**src/rtl/program_loader.sv**
```systemverilog
// -----------------------------------------------------------------------------
// program_loader
//
// Boot-time loader between a byte stream and the instruction memory. It takes a
// little-endian image (2-byte word count, then 3 bytes per word), writes each
// assembled word to consecutive instruction-memory addresses starting at 0, and
// holds the core in reset until the whole image has been written.
//
// Optional feature macro: LOADER_CHECKSUM_EN
//   When defined, a trailing checksum byte (XOR of every word byte) is expected.
//   A mismatch lands in a terminal error state that keeps the core in reset.
//
// Parameters:
//   ADDR_W   instruction address width, also the word-count width (9..16)
//   INSTR_W  instruction width (17..24, so one word fits in 3 bytes)
//
// Ports:
//   clk       rising-edge clock
//   rst       synchronous active-high reset
//   in_data   stream byte
//   in_valid  in_data is valid
//   in_ready  loader can accept a byte (registered, decoded from state)
//   im_we     instruction-memory write strobe, one cycle per word
//   im_addr   instruction-memory write address
//   im_wdata  instruction-memory write data
//   core_rst  reset to the core, high until the image is accepted
//   done      image loaded and accepted (sticky until rst)
//   error     image rejected (checksum build only; tied 0 otherwise)
//
// Handshake: a byte transfers on a rising edge where in_valid and in_ready
// are both high. in_ready does not depend on in_valid; the producer may hold
// in_valid low for any number of cycles without changing the loader state.
// -----------------------------------------------------------------------------
module program_loader #(
    parameter int ADDR_W  = 12,
    parameter int INSTR_W = 19
) (
    input  logic               clk,
    input  logic               rst,
    input  logic [7:0]         in_data,
    input  logic               in_valid,
    output logic               in_ready,
    output logic               im_we,
    output logic [ADDR_W-1:0]  im_addr,
    output logic [INSTR_W-1:0] im_wdata,
    output logic               core_rst,
    output logic               done,
    output logic               error
);

`ifdef LOADER_CHECKSUM_EN
    typedef enum logic [2:0] {
        S_HDR0 = 3'd0,
        S_HDR1 = 3'd1,
        S_B0   = 3'd2,
        S_B1   = 3'd3,
        S_B2   = 3'd4,
        S_DONE = 3'd5,
        S_CHK  = 3'd6,
        S_ERR  = 3'd7
    } state_t;
    // State entered after the last word (or an empty header).
    localparam state_t S_LAST = S_CHK;
`else
    typedef enum logic [2:0] {
        S_HDR0 = 3'd0,
        S_HDR1 = 3'd1,
        S_B0   = 3'd2,
        S_B1   = 3'd3,
        S_B2   = 3'd4,
        S_DONE = 3'd5
    } state_t;
    localparam state_t S_LAST = S_DONE;
`endif

    // State register is kept visible by name for checkers bound to this block.
    state_t               state_q, state_d;
    logic [ADDR_W-1:0]    n_q, n_d;          // word count from the header
    logic [ADDR_W-1:0]    word_idx_q, word_idx_d;
    logic [7:0]           b0_q, b0_d;        // staging: H0, then each B0
    logic [7:0]           b1_q, b1_d;        // staging: B1
    logic                 in_ready_q, in_ready_d;
    logic                 im_we_q, im_we_d;
    logic [ADDR_W-1:0]    im_addr_q, im_addr_d;
    logic [INSTR_W-1:0]   im_wdata_q, im_wdata_d;
    logic                 core_rst_q, core_rst_d;
    logic                 done_q, done_d;
`ifdef LOADER_CHECKSUM_EN
    logic [7:0]           csum_q, csum_d;
    logic                 error_q, error_d;
`endif

    logic                 accept;
    logic [ADDR_W-1:0]    n_hdr;
    logic [INSTR_W-1:0]   word_w;

    assign accept = in_valid & in_ready_q;
    // Truncating casts drop the unused upper bits of H1 and B2.
    assign n_hdr  = ADDR_W'({in_data, b0_q});
    assign word_w = INSTR_W'({in_data, b1_q, b0_q});

    always_comb begin
        state_d    = state_q;
        n_d        = n_q;
        word_idx_d = word_idx_q;
        b0_d       = b0_q;
        b1_d       = b1_q;
        im_we_d    = 1'b0;
        im_addr_d  = im_addr_q;
        im_wdata_d = im_wdata_q;
`ifdef LOADER_CHECKSUM_EN
        csum_d     = csum_q;
`endif
        if (accept) begin
            case (state_q)
                S_HDR0: begin
                    b0_d    = in_data;
                    state_d = S_HDR1;
                end
                S_HDR1: begin
                    n_d     = n_hdr;
                    state_d = (n_hdr == '0) ? S_LAST : S_B0;
                end
                S_B0: begin
                    b0_d    = in_data;
                    state_d = S_B1;
`ifdef LOADER_CHECKSUM_EN
                    csum_d  = csum_q ^ in_data;
`endif
                end
                S_B1: begin
                    b1_d    = in_data;
                    state_d = S_B2;
`ifdef LOADER_CHECKSUM_EN
                    csum_d  = csum_q ^ in_data;
`endif
                end
                S_B2: begin
                    // Word moves to the write register, freeing the staging
                    // registers so the next B0 can land in the write cycle.
                    im_we_d    = 1'b1;
                    im_addr_d  = word_idx_q;
                    im_wdata_d = word_w;
`ifdef LOADER_CHECKSUM_EN
                    csum_d     = csum_q ^ in_data;
`endif
                    // Index stops at N-1, so it cannot wrap even for the
                    // largest count.
                    if (word_idx_q == n_q - ADDR_W'(1)) begin
                        state_d = S_LAST;
                    end else begin
                        word_idx_d = word_idx_q + ADDR_W'(1);
                        state_d    = S_B0;
                    end
                end
`ifdef LOADER_CHECKSUM_EN
                S_CHK: begin
                    state_d = (in_data == csum_q) ? S_DONE : S_ERR;
                end
`endif
                default: ;
            endcase
        end

        // Status outputs are registered copies decoded from the next state.
        in_ready_d = (state_d != S_DONE);
        core_rst_d = (state_d != S_DONE);
        done_d     = (state_d == S_DONE);
`ifdef LOADER_CHECKSUM_EN
        in_ready_d = (state_d != S_DONE) && (state_d != S_ERR);
        error_d    = (state_d == S_ERR);
`endif
    end

    always_ff @(posedge clk) begin
        if (rst) begin
            state_q    <= S_HDR0;
            n_q        <= '0;
            word_idx_q <= '0;
            b0_q       <= '0;
            b1_q       <= '0;
            in_ready_q <= 1'b1;
            im_we_q    <= 1'b0;
            im_addr_q  <= '0;
            im_wdata_q <= '0;
            core_rst_q <= 1'b1;
            done_q     <= 1'b0;
`ifdef LOADER_CHECKSUM_EN
            csum_q     <= '0;
            error_q    <= 1'b0;
`endif
        end else begin
            state_q    <= state_d;
            n_q        <= n_d;
            word_idx_q <= word_idx_d;
            b0_q       <= b0_d;
            b1_q       <= b1_d;
            in_ready_q <= in_ready_d;
            im_we_q    <= im_we_d;
            im_addr_q  <= im_addr_d;
            im_wdata_q <= im_wdata_d;
            core_rst_q <= core_rst_d;
            done_q     <= done_d;
`ifdef LOADER_CHECKSUM_EN
            csum_q     <= csum_d;
            error_q    <= error_d;
`endif
        end
    end

    assign in_ready = in_ready_q;
    assign im_we    = im_we_q;
    assign im_addr  = im_addr_q;
    assign im_wdata = im_wdata_q;
    assign core_rst = core_rst_q;
    assign done     = done_q;
`ifdef LOADER_CHECKSUM_EN
    assign error    = error_q;
`else
    assign error    = 1'b0;
`endif

endmodule

```
**config.mk**
```make
export PLATFORM = sky130hd
export DESIGN_NAME = program_loader
export DESIGN_NICKNAME = d
export VERILOG_FILES = /design/src/rtl/program_loader.sv
export SDC_FILE = /design/constraint.sdc
export NUM_CORES = 1
export LEC_CHECK = 0
export ABC_AREA = 0
export CORE_UTILIZATION = 30
export CTS_BUF_LIST = sky130_fd_sc_hd__clkbuf_8 sky130_fd_sc_hd__clkbuf_16
export DETAILED_ROUTE_END_ITERATION = 12
export GPL_TIMING_DRIVEN = 0
export PLACE_DENSITY_LB_ADDON = 0.25
export REMOVE_ABC_BUFFERS = 1
export SLEW_MARGIN = 20
export SYNTH_ARGS = -nofsm -noshare
export SYNTH_HDL_FRONTEND = slang
export SYNTH_SLANG_ARGS = --single-unit
```
**constraint.sdc**
```tcl
create_clock -name clk -period 7.36 [get_ports clk]
set_input_delay 1.472 -clock clk [delete_from_list [all_inputs] [get_ports clk]]
set_output_delay 1.472 -clock clk [all_outputs]
set_load 0.02 [all_outputs]
```
==> results.toml, run 1 <==
[synthesis]
synth_top_cell_area_share = 0.444
avgSynthCellArea_sq_um = 8.10
ys_top_cells_by_area = "dfxtp_1 44%, nand2_1 12%, a21oi_1 8.9%"
ys_ff_latch = 77
synth_warnings = 0
synth.largest_area_cell = "dfxtp_1"
ys_seq_area_frac = 0.444
synth_flop_cell = "dfxtp_1"
async_flop_share = 0
synthDistinctLibCells = 57
netlist_instances = 429
synth_edf_count = 0
syn_area_sq_um = 3470

[grt]
grt_pass1_vias = 2866
grt_use_total = 0.146
overflow = 0
grt_pass1_wl_um = 13700
grt_max_degree = 75
antenna_found_initial = 0

[pwr]
vdd_ir_drop_max_mv = 0.124
power_frac_comb = 0.059
clkPwrFrac = 0.471
power_density_nw_per_um2 = 215
leakage_nw = 1.51
power.share.sequential = 0.470
p_total_mw = 0.920
power.net_switching_mw = 0.238
intPower_mw = 0.683
switching_share = 0.258

[layout]
fin_nets = 468
drive_gt1_frac = 0.0652
n_antenna_cell = 0
area_delta_synth_final_pct = 22.9

[timing]
fin_worst_skew_ns = 0.00576
worstMarginPinSlew_ns = 0.844
drv_slew = 0
relSlewSlack = 0.433
finalHoldViolations = 0
fin_tns_setup_ns = 0
period_needed_ns = 3.66
fin_hold_ws_ns = 0.453
setup_viol = 0
finalCritPeriodShare = 0.497
fmax_mhz = 273
rsz0062_at_grt = "no"

[floorplanning]
die_h_um = 110
core_area_sq_um = 11100
die_w_um = 110
rows = 38
dieArea_sq_um = 12000
initial_utilization = 0.314
pin_count = 47

[route]
wl_um = 7970
drt-wirelength-per-cell_um = 13.3
ant_nets = 0
vias = 2962
drc_errors = 0
drt-pass1-iter-count = 4
drt-initial-drc-count = 107
via_per_inst = 4.94

[worst_hold_path]
hp-start = "im_addr[9]"
hold_depth = 2
holdCritPathClass = "reg2reg"
hold_end = "im_addr[9]"

[clock_tree]
tritoncts = "done"
cts.path.max_buffers = 2
clockRootBuffer = "clkbuf_16"
clk-insertion-delay-late_ns = 0.34
cts_setup_buffers = 0
cts_sinks = 77
cts_hold_buf = 0
cts_buffers = 9
clk_pin_slew_worst_paths_ns = 0.06
ctsResizeCount = 0
htreeDepth = 3

[placement]
io_buffers = 45
place_congestion = 0.870
dp_hpwl_um = 5390

[setup_path]
cp-start-kind = "input port"
worstPathRequired_ns = 7.62
crit_type = "in2reg"
path_max_fanout = 20
reg2reg_depth = 9
r2r_setup_slack_ns = 4.24
crit_arrival_ns = 3.92
reg2reg_from = "n_q[0]"
worstPathCellList = "clkdlybuf4s50_1 > nand2_1 > nor3_4 > buf_16 > o31ai_4 > or4_1 > a21oi_1"
slowest_stage = "nor3_4"
cpLargestDelayFamily = "simple AND/OR/NAND/NOR gates"
cp-end-kind = "flip-flop"
cpPeakStageDelay_ns = 0.70
path_buf_inv = 2
r2r_end = "word_idx_q[1]"

[status]
status = "completed"

[run]
drv_cap = 0
==> area by class of cell <==
| cell class | count | area, sq um |
|---|---|---|
| Clock inverter | 7 | 62.6 |
| Multi-Input combinational cell | 314 | 1770 |
| Timing Repair Buffer | 46 | 475 |
| Sequential cell | 77 | 1540 |
| Fill cell | 1169 | 6810 |
| Clock buffer | 9 | 225 |
| Inverter | 7 | 26.3 |
| Tap cell | 140 | 175 |
==> cell usage after synthesis, drive strengths merged, types with 8 or more instances <==
| master | number |
|---|---|
| xnor2 | 8 |
| nand3 | 8 |
| nand2 | 110 |
| or3 | 9 |
| nor2 | 20 |
| buf | 9 |
| dfxtp | 77 |
| a21oi | 62 |
| o21ai | 10 |
| mux2i | 9 |
| clkbuf | 22 |
| o31ai | 9 |
==> worst register-to-register path: stages (launching register included) <==
cell and delay (ns):
dfxtp_1 0.56, inv_1 0.09, ha_1 0.34, nor2b_1 0.18
or3_1 0.36, a31oi_1 0.22, nand4_2 0.22, o31ai_4 0.70
mux2i_1 0.26, nor2_1 0.05
==> metrics by stage <==
step | instance area (sq um) | utilization | instances | setup slack [ns]
floorplan | 3320 | - | 398 | 3.89
global placement | 3950 | 0.356 | 583 | 2.64
detailed placement | 3980 | 0.359 | 584 | 3.25
CTS | 4260 | 0.385 | 600 | 3.57
global route | 4270 | 0.386 | 600 | 3.54
finish | 4270 | 0.386 | 600 | 3.70
==> worst max path at each step <==
stage	depth (start not counted)	from	endpoint
finish	7	in_valid	word_idx_q[5]
global placement	6	in_valid	word_idx_q[11]
CTS	7	in_valid	word_idx_q[5]
floorplan	5	in_valid	word_idx_q[5]
detailed placement	7	in_valid	word_idx_q[11]
global route	7	in_valid	word_idx_q[5]
==> power groups by stage <==
stage,Combinational (mW),Clock (mW),Sequential (mW)
2_1_floorplan,0.0326,0,0.440
3_3_place_gp,0.0539,0,0.442
3_5_place_dp,0.0540,0,0.442
4_1_cts,0.0544,0.445,0.432
5_1_grt,0.0615,0.462,0.434
6_report,0.0547,0.433,0.432
==> per-layer routing <==
| layer | global-route usage | vias to the layer above | wire, um |
|---|---|---|---|
| met4 | 0.0381 | 0 | 75 |
| met3 | 0.0433 | 7 | 324 |
| li1 | - | 1549 | - |
| met2 | 0.237 | 63 | 3610 |
| met1 | 0.188 | 1343 | 3960 |
| met5 | 0 | - | 0 |
==> sequential cells by signal (all words and copies together), names as in the netlist, 3 cells and up <==
signal / flops
b0_q: 8
im_addr: 12
im_wdata: 19
n_q: 12
b1_q: 8
state_q: 3
word_idx_q: 12
==> layout by cell type (no fill, tap or decap), types with 7 or more instances in the layout <==
cell / count
a21oi_1: 62
clkbuf_16: 9
clkdlybuf4s50_1: 44
dfxtp_1: 77
inv_1: 7
mux2i_1: 9
nand2_1: 110
nand3_1: 8
nor2_1: 19
o31ai_1: 8
or3_1: 8
xnor2_1: 8
==> kinds of logic after synthesis <==
logic type                 Yosys count  synth area share
and+or+nand+nor                    185             0.258
AOI/OAI and AO/OA                  103             0.178
DFF                                 77             0.444
buffers and inverters               38            0.0511
xor gates and xnor gates            14            0.0353
muxes                                9            0.0259
adders and majority gates            2           0.00720
other                                1           0.00108
Power figures use the tool's default switching activity.
==> run 2, diff against run 1 <==
==> constraint.sdc (replaced) <==
create_clock -name clk -period 3.83 [get_ports clk]
set_input_delay 0.766 -clock clk [delete_from_list [all_inputs] [get_ports clk]]
set_output_delay 0.766 -clock clk [all_outputs]
set_load 0.02 [all_outputs]
==> results of run 2 <==
The final DEF is identical to that of run 1. Status: completed.
Among the figures that moved: setup slack after placement 3.25 ns -> 0.386 ns; setup slack after layout 3.70 ns -> 0.708 ns; start point of the critical path in_valid -> n_q[0]; end point of the critical path word_idx_q[5] -> word_idx_q[1]; register-to-register setup slack 4.24 ns -> 0.71 ns; total power 0.920 mW -> 1.77 mW; worst IR drop on VDD 0.124 mV -> 0.238 mV
